[config.mk]
export PLATFORM = sky130hd
export DESIGN_NAME = keypad_debounce_ctrl
export DESIGN_NICKNAME = d
export VERILOG_FILES = /design/src/rtl/keypad_debounce_ctrl.sv
export SDC_FILE = /design/constraint.sdc
export NUM_CORES = 1
export LEC_CHECK = 0
export ABC_CLOCK_PERIOD_IN_PS = 4050
export CAP_MARGIN = 5
export CORE_MARGIN = 5
export CORE_UTILIZATION = 38
export DETAILED_ROUTE_END_ITERATION = 16
export DONT_BUFFER_PORTS = 1
export GPL_ROUTABILITY_DRIVEN = 0
export PLACE_DENSITY = 0.64
export SYNTH_ARGS = -nofsm -noshare
export SYNTH_HDL_FRONTEND = slang
export SYNTH_SLANG_ARGS = --single-unit
[constraint.sdc]
create_clock -name CLK -period 4.05 [get_ports CLK]
set_input_delay 0.81 -clock CLK [delete_from_list [all_inputs] [get_ports CLK]]
set_output_delay 0.81 -clock CLK [all_outputs]
set_load 0.005 [all_outputs]
[src/rtl/keypad_debounce_ctrl.sv]
// keypad_debounce_ctrl
// Frame-synchronous debounce for the 4x3 keypad scanner feeding the RAT CPU
// I/O port. A key is accepted after DEB_FRAMES identical full scan frames and
// is not repeated until the keypad reads empty for DEB_FRAMES frames.
//
//   state       | meaning
//   ------------+-------------------------------------------------------
//   ST_IDLE     | no key being tracked; waiting for a SINGLE frame
//   ST_DEBOUNCE | cand seen for cnt consecutive SINGLE frames
//   ST_HELD     | key accepted; auto-repeat suppressed while anything held
//   ST_RELEASE  | cnt consecutive EMPTY frames seen since key was held
module keypad_debounce_ctrl #(
    parameter int DEB_FRAMES = 4
) (
    input  logic       CLK,
    input  logic       RST_N,
    input  logic [3:0] scan_col,
    input  logic       press,
    input  logic [3:0] data,
    input  logic       int_ack,
    output logic [3:0] key_code,
    output logic       key_valid,
    output logic       intr,
    output logic       overrun
);

    typedef enum logic [1:0] {
        ST_IDLE     = 2'd0,
        ST_DEBOUNCE = 2'd1,
        ST_HELD     = 2'd2,
        ST_RELEASE  = 2'd3
    } state_t;

    localparam logic [3:0] COL_FIRST = 4'b1000;
    localparam logic [3:0] COL_LAST  = 4'b0001;
    localparam logic [3:0] DEB_CNT   = 4'(DEB_FRAMES);

    state_t     state;
    logic [3:0] cnt;
    logic [3:0] cand;
    logic       synced;

    // per-frame accumulators (state up to, but not including, this cycle)
    logic       acc_hit;
    logic [3:0] acc_code;
    logic       acc_multi;

    logic       col_onehot;
    logic       frame_start;
    logic       frame_end;
    logic       fr_hit;
    logic [3:0] fr_code;
    logic       fr_multi;
    logic       fr_single;
    logic       fr_empty;
    logic [3:0] cnt_inc;
    logic       accept;

    // Frame view that folds in the current cycle, so the frame-end cycle's
    // own press/data take part in the classification.
    always_comb begin
        col_onehot  = $onehot(scan_col);
        frame_start = col_onehot && (scan_col == COL_FIRST);
        frame_end   = col_onehot && (scan_col == COL_LAST) && synced;
        fr_hit      = acc_hit | press;
        fr_code     = acc_hit ? acc_code : data;
        fr_multi    = acc_multi | (acc_hit & press & (data != acc_code));
        fr_single   = fr_hit & ~fr_multi;
        fr_empty    = ~fr_hit;
        cnt_inc     = cnt + 4'd1;
        accept      = frame_end && (state == ST_DEBOUNCE) && fr_single &&
                      (fr_code == cand) && (cnt_inc == DEB_CNT);
    end

    // Column-phase tracking and per-frame press accumulation; a broken
    // (non-one-hot) column word throws the partial frame away.
    always_ff @(posedge CLK) begin
        if (!RST_N) begin
            synced    <= 1'b0;
            acc_hit   <= 1'b0;
            acc_code  <= 4'd0;
            acc_multi <= 1'b0;
        end else if (!col_onehot) begin
            synced    <= 1'b0;
            acc_hit   <= 1'b0;
            acc_code  <= 4'd0;
            acc_multi <= 1'b0;
        end else if (frame_start) begin
            synced    <= 1'b1;
            acc_hit   <= press;
            acc_code  <= press ? data : 4'd0;
            acc_multi <= 1'b0;
        end else if (synced) begin
            acc_hit   <= fr_hit;
            acc_code  <= fr_hit ? fr_code : acc_code;
            acc_multi <= fr_multi;
        end
    end

    // Debounce FSM with registered key outputs; transitions only at frame end,
    // acknowledge handling runs every cycle and loses to a same-cycle accept.
    always_ff @(posedge CLK) begin
        if (!RST_N) begin
            state     <= ST_IDLE;
            cnt       <= 4'd0;
            cand      <= 4'd0;
            key_code  <= 4'd0;
            key_valid <= 1'b0;
            intr      <= 1'b0;
            overrun   <= 1'b0;
        end else begin
            if (frame_end) begin
                case (state)
                    ST_IDLE: begin
                        if (fr_single) begin
                            state <= ST_DEBOUNCE;
                            cand  <= fr_code;
                            cnt   <= 4'd1;
                        end
                    end
                    ST_DEBOUNCE: begin
                        if (fr_single) begin
                            if (fr_code == cand) begin
                                cnt <= cnt_inc;
                                if (cnt_inc == DEB_CNT) begin
                                    state <= ST_HELD;
                                end
                            end else begin
                                cand <= fr_code;
                                cnt  <= 4'd1;
                            end
                        end else begin
                            state <= ST_IDLE;
                            cnt   <= 4'd0;
                        end
                    end
                    ST_HELD: begin
                        if (fr_empty) begin
                            state <= ST_RELEASE;
                            cnt   <= 4'd1;
                        end
                    end
                    ST_RELEASE: begin
                        if (fr_empty) begin
                            cnt <= cnt_inc;
                            if (cnt_inc == DEB_CNT) begin
                                state <= ST_IDLE;
                                cnt   <= 4'd0;
                            end
                        end else begin
                            state <= ST_HELD;
                        end
                    end
                    default: begin
                        state <= ST_IDLE;
                        cnt   <= 4'd0;
                    end
                endcase
            end

            intr <= accept;
            if (accept) begin
                key_code  <= cand;
                key_valid <= 1'b1;
                overrun   <= int_ack ? 1'b0 : (overrun | key_valid);
            end else if (int_ack) begin
                key_valid <= 1'b0;
                overrun   <= 1'b0;
            end
        end
    end

endmodule

After elaboration in Yosys (flattened, before gate mapping)
Index checks and enable logic that the tools add are counted.
{ "classes": {"addsub": 4, "n_mul": 0, "n_div": 0, "order_cmp": 0, "n_eq_ne": 17, "n_shift": 0, "mux": 30, "bitwise_logic": 9, "reduce_logical": 18} }
{ "op_table": {"columns": ["operator", "n"], "rows": [
  ["$mux 4", 14],
  ["$pmux 4 s4", 1],
  ["$mux 2", 7],
  ["$ne 2x2->1 const B", 5],
  ["$pmux 2 s4", 1],
  ["$pmux 4 s2", 1],
  ["$reduce_bool 2->1", 4],
  ["$logic_and 1x1->1", 7],
  ["$mux 1", 6],
  ["$ne 3x2->1 const B", 2],
  ["$reduce_and 6->1", 1],
  ["$reduce_and 5->1", 1],
  ["$add 1x1->2", 2],
  ["$add 4x1->4 const B", 1],
  ["$eq 2x2->1 const B", 2],
  ["$eq 4x1->1 const B", 1],
  ["$eq 4x3->1 const B", 1],
  ["$eq 4x4->1", 1],
  ["$eq 4x4->1 const B", 1],
  ["$ne 4x4->1", 1],
  ["$reduce_and 2->1", 2],
  ["$reduce_and 4->1", 1],
  ["$add 2x2->3", 1],
  ["$and 1x1->1", 3],
  ["other kinds (7)", 11]
]} }
{ "totals": {"regBits": 24, "latchBits": 0, "ramBits": 0, "romBits": 0, "in_bits": 12, "out_inout_bits": 7, "elab_cells": 89, "memories": 0} }

Logic depth before layout (Yosys ltp)
{ "depth": {"word_depth": 10, "mapped_depth": 11, "depth_no_buf": 10} }

Worst setup path before layout
OpenSTA, ideal clock, no wires.
{ "synth_timing": {"kind": "input to register", "start": "in scan_col[0]", "end": "reg cand[0]", "setup_ns": 0.086, "arrival_time_ns": 3.046, "required_time_ns": 3.964, "setup_slack_ns": 0.918, "stages": 10, "path_buffers": 0, "path_cell_list": "inv_1 > fa_1 > inv_1 > ha_1 > ha_1 > nor3b_1 > nand4_1 > a211oi_2 > nor2_1 > a211oi_1"} }
{ "synth_via": {"elab_chain_len": 6, "elab_cells_between_ends": 7, "cone_classes": "2 x add/sub; 2 x eq/ne; 3 x reduce/logical"} }
{ "synth_rtl": {"columns": ["element", "line_no", "source"], "rows": [
  ["start, declared", "17", "input logic [3:0] scan_col,"],
  ["$add 1x1->2 (not written as such)", "62", "col_onehot = $onehot(scan_col);"],
  ["$add 2x2->3 (not written as such)", "62", null],
  ["$eq 3x1->1", "62", null],
  ["$logic_and 1x1->1 (*) (2 in a row)", "64", "frame_end = col_onehot && (scan_col == COL_LAST) && synced;"],
  ["$reduce_and 5->1 (no line) (*)", null, null],
  ["end signal, assigned", "117", "cand <= fr_code;"],
  ["end signal, assigned", "129", "cand <= fr_code;"],
  ["end, declared", "40", "logic [3:0] cand;"]
]} }
Mark *: on every way between the ends. The rest lies on a longest branch, timed or not.
A chain may end at the register's enable or synchronous reset.

Worst setup path in the final report
{ "layout_timing": {"start": "in scan_col[0]", "end": "reg cand[1]"} }
Same word-level chain as after synthesis.

==> impl_results.md <==
* Worst Path Arrival at 3.31 ns
* CP Launch Type: primary input
* DIE AREA at ~0.0052 mm²
* CP max FO at 8
* Rows at 22
* Drt first pass iters at 4
* Latest clock arrival within the worst-skew pair at 0.27 ns
* Initial DRC count at 88
* Clk_skew at approximately 0.0083 ns
* Max Freq at 320.8 MHz
* Final nets at 196
* Final hold vios at 0
* Slew margin rel. at 0.6337
* P per Cell Area at 309.1 mW/mm²
* Post-synth EDFFs at 0
* Synth Register Bits at 24
* WL per Instance at 14.78 µm
* Post-DP Area at roughly 0.0015 mm²
* Via-per-instance ratio at 5.728
* Synth Area in Adders at 0.06485
* Reg power frac at 0.491
* Fraction of synthesized cell area in xor and xnor cells at 0.05375
* Final WS setup at 0.9332 ns
* Pint at approximately 380 µW
* Clock transition at path regs at ~0.090 ns
* Minimum clock period at 3.117 ns
* Switching Power at 101.3 µW
* Period Utilization, post-route at 0.7696
* Final instance area at 0.001562 mm²
* Clock power frac at 0.435
* Status: complete, no violations
* Antenna Nets Post-Route at 0
* Drc violations at 0
* Combinational power share at 0.074
* Required @ worst endpoint at 4.24 ns
* Hold path depth at 2
* Area share of the largest cell type after synthesis at 0.3276
* Static Leak at ~0.00050 µW
* Post-cts sizing count at 0
* Mux contribution to synthesized area at 0.02986
* Simple-gate portion of the synthesized area at 0.2295
* Mapped Cells at around 180
* Least-Margin Pin Slew at roughly 0.55 ns
* CP endpoint kind: register
* Fillers at 381
* Hold-fix buffers at CTS at 0
* Reg2reg start: acc_hit
* Post-Syn Area at 0.001466 mm²
* CTS tree: built
* Core area at 0.003689 mm²
* Largest net degree at the start of global routing at 17
* Die Width at 72.12 µm
* Layout area overhead at 6.485%
* Post-CTS Setup Bufs at 0
* HP Start: key_code[1]
* Synth Flop Type: dfxtp_1
* Mean Syn Cell Area at 8.192 µm²
* Top area cells in the synthesized netlist: dfxtp_1, a21oi_1, ha_1, xnor2_1, nand3_1
* Post-place setup slack at roughly 0.64 ns
* RSZ-0062 raised after global routing: no
* Sw Ratio at 0.2098
* First-pass GRT wire length at 5602 µm
* Cts bufs inserted at 3
* Hold crit path type: register to register
* Die Y-Extent at 72.12 µm
* Largest family of logic cells by synthesized area: compound AO/OA/AOI/OAI gates
* Yosys warns at 0
* Port bufs at 0
* Initial antenna violation count at 0
* Initial core utilization at 0.3976
* Post-synth net total at 198
* Compound-Gate Fraction of Synth Area at 0.2491
* Register Area at 480.5 µm²
* Fin Setup TNS at 0 ns
* Clk root buf: clkbuf_8
* Area of the multi-input gates at slightly above 900 µm²
* Max Slew Vio Count at 0
* Overall Power at 482.7 µW
* I/O pins at 19
* Share of post-route cells with drive strength above 1 at 0.05114
* Ant diodes at 0
* Post-synth ARST share at 0
* GRT Residual Overflow at 0
* Crit path kind: primary input to register
* Yosys cell types at 43
* CTS max path bufs at 2
* Peak VDD IR at 0.0001988 V
* Post-Route WL at 3310 µm
* H-tree depth at 1
* R2R depth at 6
* Post-DP HPWL at around 2400 µm
* Sequential area share after synthesis at 0.3276
* Setup violators final at 0
* Via count at 1283
* Vias in the first global route at roughly 1200
* Crit path from: scan_col[0]
* Max-cap violation count at 0
* Biggest area consumer among synthesized cells: dfxtp_1
* Sink Count at 24
* GR Util All Layers at 0.1313
## metrics by stage
step,hold slack [ns],std cells,utilization
3_3_place_gp,0.4888,220,0.4040
6_report,0.5024,224,0.4233
2_1_floorplan,0.4678,179,-
4_1_cts,0.5053,224,0.4233
3_5_place_dp,0.4928,220,0.4040
5_1_grt,0.5279,224,0.4233
## registers in the layout, summed over array words and instances, names as in the netlist
name and cells:
intr 1, synced 1, key_valid 1, acc_multi 1, state 2, acc_hit 1
overrun 1, acc_code 4, key_code 4, cnt 4, cand 4
## synthesized netlist by cell type, drive strengths merged, types with 2 or more instances
master and instances:
nand2b 6, a2111oi 4, and3 2, a31oi 3, nand3 12, mux2i 4
ha 6, inv 8, nand4 4, or3 3, clkbuf 4, a21oi 23
nor3 4, nor3b 2, buf 3, o22ai 5, a211oi 5, o21ai 8
xnor2 8, nor2 15, nand2 9, dfxtp 24
## critical path, stage by stage
cell,delay [ns]
inv_1,0.05
fa_1,0.53
inv_1,0.04
ha_1,0.17
ha_1,0.27
nor3b_1,0.36
nand4_1,0.28
a211oi_2,0.51
nor2_1,0.08
a211oi_1,0.21
## layout make-up
| type | count | area share |
|---|---|---|
| Clock inverter | 1 | 0.01923 |
| Tap cell | 48 | 0.03846 |
| Multi-Input combinational cell | 140 | 0.5889 |
| Clock buffer | 3 | 0.02644 |
| Inverter | 8 | 0.01923 |
| Sequential cell | 24 | 0.3077 |
## power by group through the flow
stage,registers (µW),clock network [µW],logic [µW]
5_1_grt,237,223,41.5
2_1_floorplan,242,0,30.6
3_3_place_gp,242,0,34.3
6_report,237,210,35.6
4_1_cts,237,214,35.9
3_5_place_dp,243,0,35.4
## final timing paths
check	to	slack, ns
hold reg to reg	key_code[1]	0.50
setup reg to reg	cnt[3]	1.67
hold / removal	key_code[1]	0.50
setup / recovery	cand[1]	0.93
## cells by family after synthesis
family                     after synthesis
muxes                                    4
buffers and inverters                   15
xor gates and xnor gates                 9
AOI/OAI and AO/OA                       58
and+or+nand+nor                         62
adders and majority gates                7
DFF                                     24
## placed cells by master, fill, tap and decap left out, types with 2 or more instances in the layout
master	n
a211oi_1	4
xnor2_1	8
ha_1	6
nand3_1	12
a2111oi_0	4
and3_1	2
a21oi_1	23
mux2i_1	3
a31oi_1	3
nor2_1	15
nor3_1	3
dfxtp_1	24
nand2b_1	6
or3_1	3
o21ai_0	8
o22ai_1	5
clkbuf_8	3
nand2_1	9
nand4_1	4
inv_1	8
nor3b_1	2
## layer usage
metal	vias up	wire length (µm)	global-route usage
met5	-	0	0
met4	0	18	0.02296
met3	2	266	0.04709
met2	41	1545	0.2194
met1	587	1480	0.1637
li1	653	-	-
(Power assumes the default switching activity.)
